$ cat config.mk
export PLATFORM = sky130hd
export DESIGN_NAME = muldiv_unit
export DESIGN_NICKNAME = d
export VERILOG_FILES = /design/src/rtl/muldiv_unit.sv
export SDC_FILE = /design/constraint.sdc
export NUM_CORES = 2
export LEC_CHECK = 0
export CORE_MARGIN = 2
export CORE_UTILIZATION = 37
export DETAILED_ROUTE_END_ITERATION = 8
export SKIP_CTS_REPAIR_TIMING = 1
export SLEW_MARGIN = 15
export SYNTH_ARGS = -nofsm -noshare
export SYNTH_HDL_FRONTEND = slang
export SYNTH_SLANG_ARGS = --single-unit
export TNS_END_PERCENT = 1
$ cat constraint.sdc
create_clock -name clk -period 6.95 [get_ports clk]
set_clock_uncertainty 0.05 [all_clocks]
set_input_delay 2.085 -clock clk [delete_from_list [all_inputs] [get_ports clk]]
set_output_delay 2.085 -clock clk [all_outputs]
set_load 0.01 [all_outputs]
$ cat src/rtl/muldiv_unit.sv
// Iterative 64-bit multiply/divide unit for the execute stage: radix-2 shift-add multiply
// and restoring divide, one step per cycle, with stall/resp_valid handshake to the pipeline.
module muldiv_unit #(
    parameter int XLEN  = 64,
    parameter int CNT_W = 7
) (
    input  logic            clk,
    input  logic            reset,
    input  logic            req_valid,
    input  logic [2:0]      req_op,
    input  logic [XLEN-1:0] srca,
    input  logic [XLEN-1:0] srcb,
    output logic            stall,
    output logic            resp_valid,
    output logic [XLEN-1:0] result
);
    localparam logic [1:0] S_IDLE = 2'd0;
    localparam logic [1:0] S_BUSY = 2'd1;
    localparam logic [1:0] S_DONE = 2'd2;

    localparam logic [2:0] OP_MUL   = 3'd0;
    localparam logic [2:0] OP_UMULH = 3'd1;
    localparam logic [2:0] OP_SMULH = 3'd2;
    localparam logic [2:0] OP_UDIV  = 3'd3;
    localparam logic [2:0] OP_SDIV  = 3'd4;

    logic [1:0]        r_state;
    logic [CNT_W-1:0]  r_cnt;
    logic [2:0]        r_op;
    logic              r_neg;
    logic [XLEN-1:0]   r_opnd;
    logic [2*XLEN-1:0] r_acc;
    logic [XLEN-1:0]   r_result;

    // Accept-time decode: signed ops work on magnitudes and fix the sign at the end.
    logic            w_is_div, w_signed, w_short, w_a_neg, w_b_neg;
    logic [XLEN-1:0] w_abs_a, w_abs_b;

    assign w_is_div = (req_op == OP_UDIV) || (req_op == OP_SDIV);
    assign w_signed = (req_op == OP_SMULH) || (req_op == OP_SDIV);
    assign w_a_neg  = w_signed & srca[XLEN-1];
    assign w_b_neg  = w_signed & srcb[XLEN-1];
    assign w_abs_a  = w_a_neg ? (~srca + XLEN'(1)) : srca;
    assign w_abs_b  = w_b_neg ? (~srcb + XLEN'(1)) : srcb;
    assign w_short  = (req_op > OP_SDIV) || (w_is_div && (srcb == '0));

    // Multiply: add multiplicand into the high half when the low bit is set, then shift right.
    logic              w_op_div;
    logic [XLEN:0]     w_mul_hi;
    logic [2*XLEN-1:0] w_mul_acc;

    assign w_op_div  = (r_op == OP_UDIV) || (r_op == OP_SDIV);
    assign w_mul_hi  = {1'b0, r_acc[2*XLEN-1:XLEN]} + (r_acc[0] ? {1'b0, r_opnd} : '0);
    assign w_mul_acc = {w_mul_hi, r_acc[XLEN-1:1]};

    // Divide: acc holds {remainder, dividend/quotient}; shift left and try to subtract.
    logic [XLEN:0]     w_shift, w_diff;
    logic              w_ge;
    logic [2*XLEN-1:0] w_div_acc;

    assign w_shift   = r_acc[2*XLEN-1:XLEN-1];
    assign w_diff    = w_shift - {1'b0, r_opnd};
    assign w_ge      = w_shift >= {1'b0, r_opnd};
    assign w_div_acc = {(w_ge ? w_diff[XLEN-1:0] : w_shift[XLEN-1:0]), r_acc[XLEN-2:0], w_ge};

    logic [2*XLEN-1:0] w_next_acc, w_neg_acc;
    logic [XLEN-1:0]   w_final;
    logic              w_last;

    assign w_next_acc = w_op_div ? w_div_acc : w_mul_acc;
    assign w_neg_acc  = ~w_next_acc + (2*XLEN)'(1);
    assign w_last     = (r_cnt == CNT_W'(XLEN - 1));

    // NOTE: every path assigns w_final, so no latch is inferred for this mux.
    always_comb begin
        w_final = '0;
        case (r_op)
            OP_MUL:   w_final = w_next_acc[XLEN-1:0];
            OP_UMULH: w_final = w_next_acc[2*XLEN-1:XLEN];
            OP_SMULH: w_final = r_neg ? w_neg_acc[2*XLEN-1:XLEN] : w_next_acc[2*XLEN-1:XLEN];
            OP_UDIV:  w_final = w_next_acc[XLEN-1:0];
            OP_SDIV:  w_final = r_neg ? w_neg_acc[XLEN-1:0] : w_next_acc[XLEN-1:0];
            default:  w_final = '0;
        endcase
    end

    // NOTE: sequential state uses non-blocking assignments so every register samples pre-edge values.
    always_ff @(posedge clk) begin
        if (reset) begin
            r_state  <= S_IDLE;
            r_cnt    <= '0;
            r_op     <= OP_MUL;
            r_neg    <= 1'b0;
            r_opnd   <= '0;
            r_acc    <= '0;
            r_result <= '0;
        end else begin
            case (r_state)
                S_IDLE: begin
                    if (req_valid) begin
                        r_op  <= req_op;
                        r_neg <= w_a_neg ^ w_b_neg;
                        r_cnt <= '0;
                        if (w_short) begin
                            r_acc    <= '0;
                            r_result <= '0;
                            r_state  <= S_DONE;
                        end else begin
                            r_opnd  <= w_is_div ? w_abs_b : w_abs_a;
                            r_acc   <= {{XLEN{1'b0}}, (w_is_div ? w_abs_a : w_abs_b)};
                            r_state <= S_BUSY;
                        end
                    end
                end
                S_BUSY: begin
                    // A dropped request is a flush: abandon the op and keep the old result.
                    if (!req_valid) begin
                        r_state <= S_IDLE;
                    end else begin
                        r_acc <= w_next_acc;
                        r_cnt <= r_cnt + CNT_W'(1);
                        if (w_last) begin
                            r_result <= w_final;
                            r_state  <= S_DONE;
                        end
                    end
                end
                S_DONE:  r_state <= S_IDLE;
                default: r_state <= S_IDLE;
            endcase
        end
    end

    assign stall      = ((r_state == S_IDLE) && req_valid) || (r_state == S_BUSY);
    assign resp_valid = (r_state == S_DONE);
    assign result     = r_result;

endmodule

### Word-level counts from Yosys, hierarchy flattened

Index checks and enable logic that the tools add are counted.

* bits in registers: 269
* input bits: 134
* output and inout bits: 66

* add/subtract/negate cells: 6
* order comparisons: 2
* eq/ne operators: 15
* multiplexer cells: 27
* bitwise gates (word level): 7
* reduce and logical (&&, ||, !) cells: 17

Operators with widths (count)
* 64-bit two-way mux: 13
* 128-bit two-way mux: 3
* 128-bit one-hot mux with 2 select lines: 1
* 64-bit one-hot mux with 4 select lines: 1
* 128-bit by 1-bit adder with 128-bit output (second input constant): 1
* 64-bit by 1-bit adder with 64-bit output (second input constant): 2
* 128-bit NOT: 1
* 64-bit NOT: 2
* 64-bit one-hot mux with 2 select lines: 1
* 64-bit by 64-bit adder with 65-bit output: 1
* 65-bit by 64-bit greater-or-equal comparator with 1-bit output: 1
* 64-bit logical NOT: 1
* 64-bit subtractor: 1
* 7-bit two-way mux: 2
* 7-bit one-hot mux with 2 select lines: 1
* 3-bit by 2-bit equality test with 1-bit output (second input constant): 4
* 2-bit two-way mux: 4
* 2-bit inequality test (second input constant): 4
* 7-bit by 1-bit adder with 7-bit output (second input constant): 1
* 7-bit by 6-bit equality test with 1-bit output (second input constant): 1
* 3-bit equality test (second input constant): 2
* 3-bit AND reduction: 2
* 1-bit logical OR: 5
* 5-bit AND reduction: 1
* other kinds (15): 18

### Longest topological paths before layout

* depth in word-level cells: 10
* depth in mapped cells: 23

### Worst setup path before layout

No wires, ideal clock.

* path kind: input -> register
* start: input srcb[27]
* end: register r_acc[60]
* data arrival time: 5505 ps
* setup slack: 1267 ps
* stages on the path: 14
* path through: or4_1 -> or4_1 -> nor4_1 -> and3b_1 -> and3b_1 -> nor4bb_1 -> a21oi_1 -> o21ai_0 -> or2_2 -> clkbuf_1 -> buf_1 -> o221ai_1 -> o21ai_0 -> nor2_1

* word-level cells in the longest chain between the ends: 7
* elaborated cells on any way between the ends: 10
* those cells by class: 1 x add/sub; 5 x mux; 1 x bitwise; 3 x reduce/logical

RTL lines
* start, declared: RTL line 12 `input logic [XLEN-1:0] srcb,`
* 64-bit NOT: RTL line 44 `assign w_abs_b = w_b_neg ? (~srcb + XLEN'(1)) : srcb;`
* 64-bit by 1-bit adder with 64-bit output: RTL line 44
* 64-bit two-way mux: RTL line 44
* 64-bit two-way mux: RTL line 110 `r_acc <= {{XLEN{1'b0}}, (w_is_div ? w_abs_a : w_abs_b)};`
* 64-bit two-way mux *: RTL line 104 `if (w_short) begin`
* 128-bit two-way mux *: RTL line 100 `if (req_valid) begin`
* 128-bit one-hot mux with 2 select lines *: RTL line 98 `case (r_state)`
* end signal, assigned: RTL line 110
* end signal, assigned: RTL line 120 `r_acc <= w_next_acc;`
* end, declared: RTL line 32 `logic [2*XLEN-1:0] r_acc;`

Every way passes the cells marked *; elsewhere a longest branch is shown, timed or not. The select of a mux whose other input is x is not followed.
A chain may end at the register's enable or synchronous reset.

### Worst setup path in the final report

* start: register r_opnd[30]
* end: register r_result[24] (netlist: result[24])

* word-level cells in the longest chain between the ends: 10
* elaborated cells on any way between the ends: 11
* those cells by class: 1 x add/sub; 1 x order compare; 8 x mux; 1 x bitwise

RTL lines
* start, declared: RTL line 31 `logic [XLEN-1:0] r_opnd;`
* start signal, assigned: RTL line 109 `r_opnd <= w_is_div ? w_abs_b : w_abs_a;`
* 65-bit by 64-bit greater-or-equal comparator with 1-bit output *: RTL line 63 `assign w_ge = w_shift >= {1'b0, r_opnd};`
* 64-bit two-way mux: RTL line 64 `assign w_div_acc = {(w_ge ? w_diff[XLEN-1:0] : w_shift[XLEN-1:0]), r_acc[XLEN-2:0], w_ge};`
* 128-bit two-way mux *: RTL line 70 `assign w_next_acc = w_op_div ? w_div_acc : w_mul_acc;`
* 128-bit NOT: RTL line 71 `assign w_neg_acc = ~w_next_acc + (2*XLEN)'(1);`
* 128-bit by 1-bit adder with 128-bit output: RTL line 71
* 64-bit two-way mux: RTL line 80 `OP_SMULH: w_final = r_neg ? w_neg_acc[2*XLEN-1:XLEN] : w_next_acc[2*XLEN-1:XLEN];`
* 64-bit one-hot mux with 4 select lines *: RTL line 77 `case (r_op)`
* 64-bit two-way mux *: RTL line 122 `if (w_last) begin`
* 64-bit two-way mux *: RTL line 117 `if (!req_valid) begin`
* 64-bit one-hot mux with 2 select lines *: RTL line 98
* end signal, assigned: RTL line 123 `r_result <= w_final;`
* end, declared: RTL line 33 `logic [XLEN-1:0] r_result;`

Marked as above.

==> tab_implementation.tex <==
\begin{tabular}{lr}
\hline
Metric & Value \\
\hline
\multicolumn{2}{l}{\textbf{Drt}} \\
\quad Violation count after the first detailed-routing iteration & 5369 \\
\quad Final WL & approximately 170 mm \\
\quad Average wire length per cell after detail routing & about 29 um \\
\quad Total iterations of the first detailed-routing run & 6 \\
\quad Detail-routed via count per cell & between 6 and 7 \\
\quad Drt drc & 0 \\
\quad Total number of vias & between 30k and 40k \\
\quad Number of nets still failing antenna checks after routing & 0 \\
\multicolumn{2}{l}{\textbf{Die}} \\
\quad Area enclosed by the die boundary & roughly 84000 um2 \\
\quad I/O Pins & 200 \\
\quad Floorplan row count & 104 \\
\quad Die width & 289 um \\
\quad Initial cell density of the core & 37.3\% \\
\quad Overall die height & between 200 and 300 um \\
\quad Core footprint & approximately 80000 um2 \\
\multicolumn{2}{l}{\textbf{Synth}} \\
\quad Largest cells by area after synthesis & dfxtp\_1 (18\%), a21oi\_1 (7.3\%), nand2\_1 (6.7\%) \\
\quad Synthesized netlist cell count & 4471 \\
\quad Flops \& latches, synth & about 270 \\
\quad Fraction of the yosys area taken by sequential cells & $\sim$18\% \\
\quad Synthesis Warnings & 0 \\
\quad Syn nets & between 4k and 5k \\
\quad Average cell area after synthesis & a little under 7 um2 \\
\quad Biggest area consumer among synthesized cells & dfxtp\_1 \\
\quad Commonest register cell after synthesis & dfxtp\_1 \\
\quad EDFF count, synth & 0 \\
\quad Distinct cells, synth & 87 \\
\quad Post-Synthesis Cell Area & between 30000 and 40000 um2 \\
\quad Fraction of synthesized cell area taken by the top area cell type & 17.9\% \\
\quad Proportion of register bits with asynchronous set or reset after synthesis & 0\% \\
\multicolumn{2}{l}{\textbf{Clock network}} \\
\quad Number of CTS-inserted buffers & 37 \\
\quad Clock slew at the register clock pins of the worst setup and hold paths & about 0.060 ns \\
\quad Clock latency of the later-clocked register in the worst-skew pair & slightly below 0.6 ns \\
\quad CTS sink count & 269 \\
\quad Library cell used as clock root buffer & clkbuf\_16 \\
\quad H-Tree Level Count & 2 \\
\quad CTS tree & yes \\
\quad Maximum buffer depth of the clock tree & 3 \\
\multicolumn{2}{l}{\textbf{Layout}} \\
\quad Summed area of non-filler cells in the final layout & 35600 um2 \\
\quad Final core occ & between 40\% and 50\% \\
\quad Number of nets in the final layout & 4934 \\
\quad Commonest cells after routing, fill and taps aside & nand2\_1 (534), nor2\_1 (502), a21oi\_1 (437), o21ai\_0 (356), dfxtp\_1 (267) \\
\quad Most common cell after layout, fill and taps aside & nand2\_1 \\
\quad Layout cell share with drive strength beyond 1 & under 10\% \\
\quad Syn-to-layout area delta & 18.2\% \\
\multicolumn{2}{l}{\textbf{Worst setup path}} \\
\quad Data arrival, critical path & slightly above 7 ns \\
\quad Worst setup EP type & flip-flop \\
\quad Maximum fanout along the worst path & 19 \\
\quad Type of the setup path with the least slack & reg2reg \\
\quad Critical path startpoint category & flip-flop \\
\quad CP Data Required Time & between 7 and 8 ns \\
\multicolumn{2}{l}{\textbf{Min path}} \\
\quad Hold/Removal Path Class & reg2reg \\
\multicolumn{2}{l}{\textbf{Power and ir drop}} \\
\quad Proportion of power drawn by the clock network & 31.5\% \\
\quad Portion of total power attributed to sequential cells & between 20 and 30\% \\
\quad Combinational share of power & about two fifths \\
\quad Sw Ratio & a little over two fifths \\
\quad Post-layout total power & 6.29 mW \\
\quad Internal Dissipation & 3.60 mW \\
\quad PwrDens & between 150 and 200 nW/um2 \\
\quad Net Switching & between 2 and 3 mW \\
\quad Static Leakage & between 10 and 15 nW \\
\quad Peak supply drop & approximately 0.18 mV \\
\multicolumn{2}{l}{\textbf{STA}} \\
\quad RSZ-0062 raised after global routing & no \\
\quad Worst-margin pin slew & about 1.2 ns \\
\quad Final number of hold-violating endpoints & 0 \\
\quad Tcrit/Tclk final & 96.2\% \\
\quad Final Slew Violations & 0 \\
\quad Final-report setup violation count & 0 \\
\quad Slew headroom & between 10\% and 20\% \\
\quad Top achievable clock speed & roughly 150 MHz \\
\quad Setup TNS & 0 ns \\
\quad Fin crit period & 6.69 ns \\
\multicolumn{2}{l}{\textbf{Placed design}} \\
\quad Post-DP HPWL & 135 mm \\
\quad Final weighted congestion in routability-driven placement & around 1.1 \\
\quad Number of buffers added on ports & between 150 and 200 \\
\quad Cell Area, Placed & between 30000 and 40000 um2 \\
\multicolumn{2}{l}{\textbf{Global routing}} \\
\quad Overall overflow remaining after global route & 0 \\
\quad Total track usage & 38.5\% \\
\quad Wire length of the first global-routing pass & 237 mm \\
\quad Initial antenna violation count & 7 \\
\quad Via count of the first global-routing pass & 33.7k \\
\quad Pin count of the biggest net entering global routing & approximately 140 \\
\multicolumn{2}{l}{\textbf{Status}} \\
\quad Run status & finished clean \\
\multicolumn{2}{l}{\textbf{Flow run}} \\
\quad Number of max-capacitance violations reported & 0 \\
\hline
\end{tabular}
area by class of cell:
| type | instances | area, um2 |
|---|---|---|
| Fill cell | 8460 | 45000 |
| Multi-Input combinational cell | 3787 | 23200 |
| Sequential cell | 269 | 5390 |
| Timing Repair Buffer | 455 | 4000 |
| Tap cell | 1060 | 1330 |
| Clock buffer | 52 | 1070 |
| Inverter | 116 | 435 |
| Clock inverter | 14 | 160 |
| Antenna cell | 2 | 5.00 |
cells by family after synthesis:
logic type	synth area share [%]
and+or+nand+nor	26.2
AOI/OAI and AO/OA	33.6
buffers and inverters	5.31
xor gates and xnor gates	8.62
DFF	17.9
adders and majority gates	5.62
muxes	2.79
sequential cells by signal, indices dropped and copies added, names as in the netlist:
name	flops
r_acc	128
r_cnt	7
r_neg	1
r_op	3
r_opnd	64
r_state	2
result	64
path summary, 6_finish.rpt:
check                           from                      end  slack (ns)  cells past startpoint
max          r_opnd[30]$_SDFFE_PP0P_  result[24]$_SDFFE_PP0P_        0.26                     19
min           result[3]$_SDFFE_PP0P_   result[3]$_SDFFE_PP0P_        0.40                      2
max reg2reg  r_opnd[30]$_SDFFE_PP0P_  result[24]$_SDFFE_PP0P_        0.26                     19
min reg2reg   result[3]$_SDFFE_PP0P_   result[3]$_SDFFE_PP0P_        0.40                      2
worst max-delay path, cell delays in order (launching register included):
cell	delay, ns
dfxtp_1	0.46
inv_1	0.09
ha_1	0.53
nand2_1	0.18
nor2_1	0.45
nand3_1	0.13
a21oi_1	0.59
o21a_4	0.50
nor3_2	0.16
buf_4	0.19
a221o_1	0.36
or4_4	0.60
or4_1	0.57
buf_4	0.20
or3_1	0.52
buf_4	0.20
o31ai_1	0.25
xnor2_1	0.32
nand2_1	0.11
a21oi_1	0.16
synthesized netlist by cell type, types with 53 or more instances:
| library cell | n |
|---|---|
| nor2_1 | 505 |
| mux2i_1 | 76 |
| a211oi_1 | 53 |
| o221ai_1 | 58 |
| ha_1 | 132 |
| inv_1 | 116 |
| nand4_1 | 75 |
| dfxtp_1 | 269 |
| o211ai_1 | 114 |
| a22oi_1 | 111 |
| xor2_1 | 120 |
| a31oi_1 | 63 |
| xnor2_1 | 176 |
| a21oi_1 | 437 |
| nand3_1 | 81 |
| nand2_1 | 537 |
| clkbuf_1 | 257 |
| o21ai_0 | 358 |
| nor3_1 | 120 |
| and2_1 | 87 |
power by group through the flow:
| stage | sequential, mW | combinational (mW) | clock, mW |
|---|---|---|---|
| 3_5_place_dp | 1.76 | 2.46 | 0 |
| 2_1_floorplan | 1.68 | 1.39 | 0 |
| 4_1_cts | 1.72 | 2.47 | 2.00 |
| 3_3_place_gp | 1.76 | 2.46 | 0 |
| 5_1_grt | 1.74 | 2.68 | 2.04 |
| 6_report | 1.74 | 2.57 | 1.98 |
metal layers:
metal / vias to the layer above / wire [um] / GRT usage, % / part of all wire [%]
met5: - / 62 / 0 / 0.037
met4: 10 / 11300 / 22.4 / 6.8
met3: 408 / 19200 / 9.36 / 12
met2: 2289 / 68900 / 56.5 / 41
met1: 17711 / 67100 / 51.0 / 40
li1: 16935 / - / - / -
through the flow:
| stage | setup slack, ns | cells | hold slack [ns] |
|---|---|---|---|
| 5_1_grt | 0.0888 | 5753 | 0.423 |
| 3_5_place_dp | 0.308 | 5687 | 0.398 |
| 6_report | 0.263 | 5755 | 0.402 |
| 3_3_place_gp | 0.365 | 5687 | 0.388 |
| 2_1_floorplan | 1.27 | 4471 | 0.390 |
| 4_1_cts | 0.357 | 5753 | 0.406 |
No activity file was read; power rests on OpenSTA's default activity.
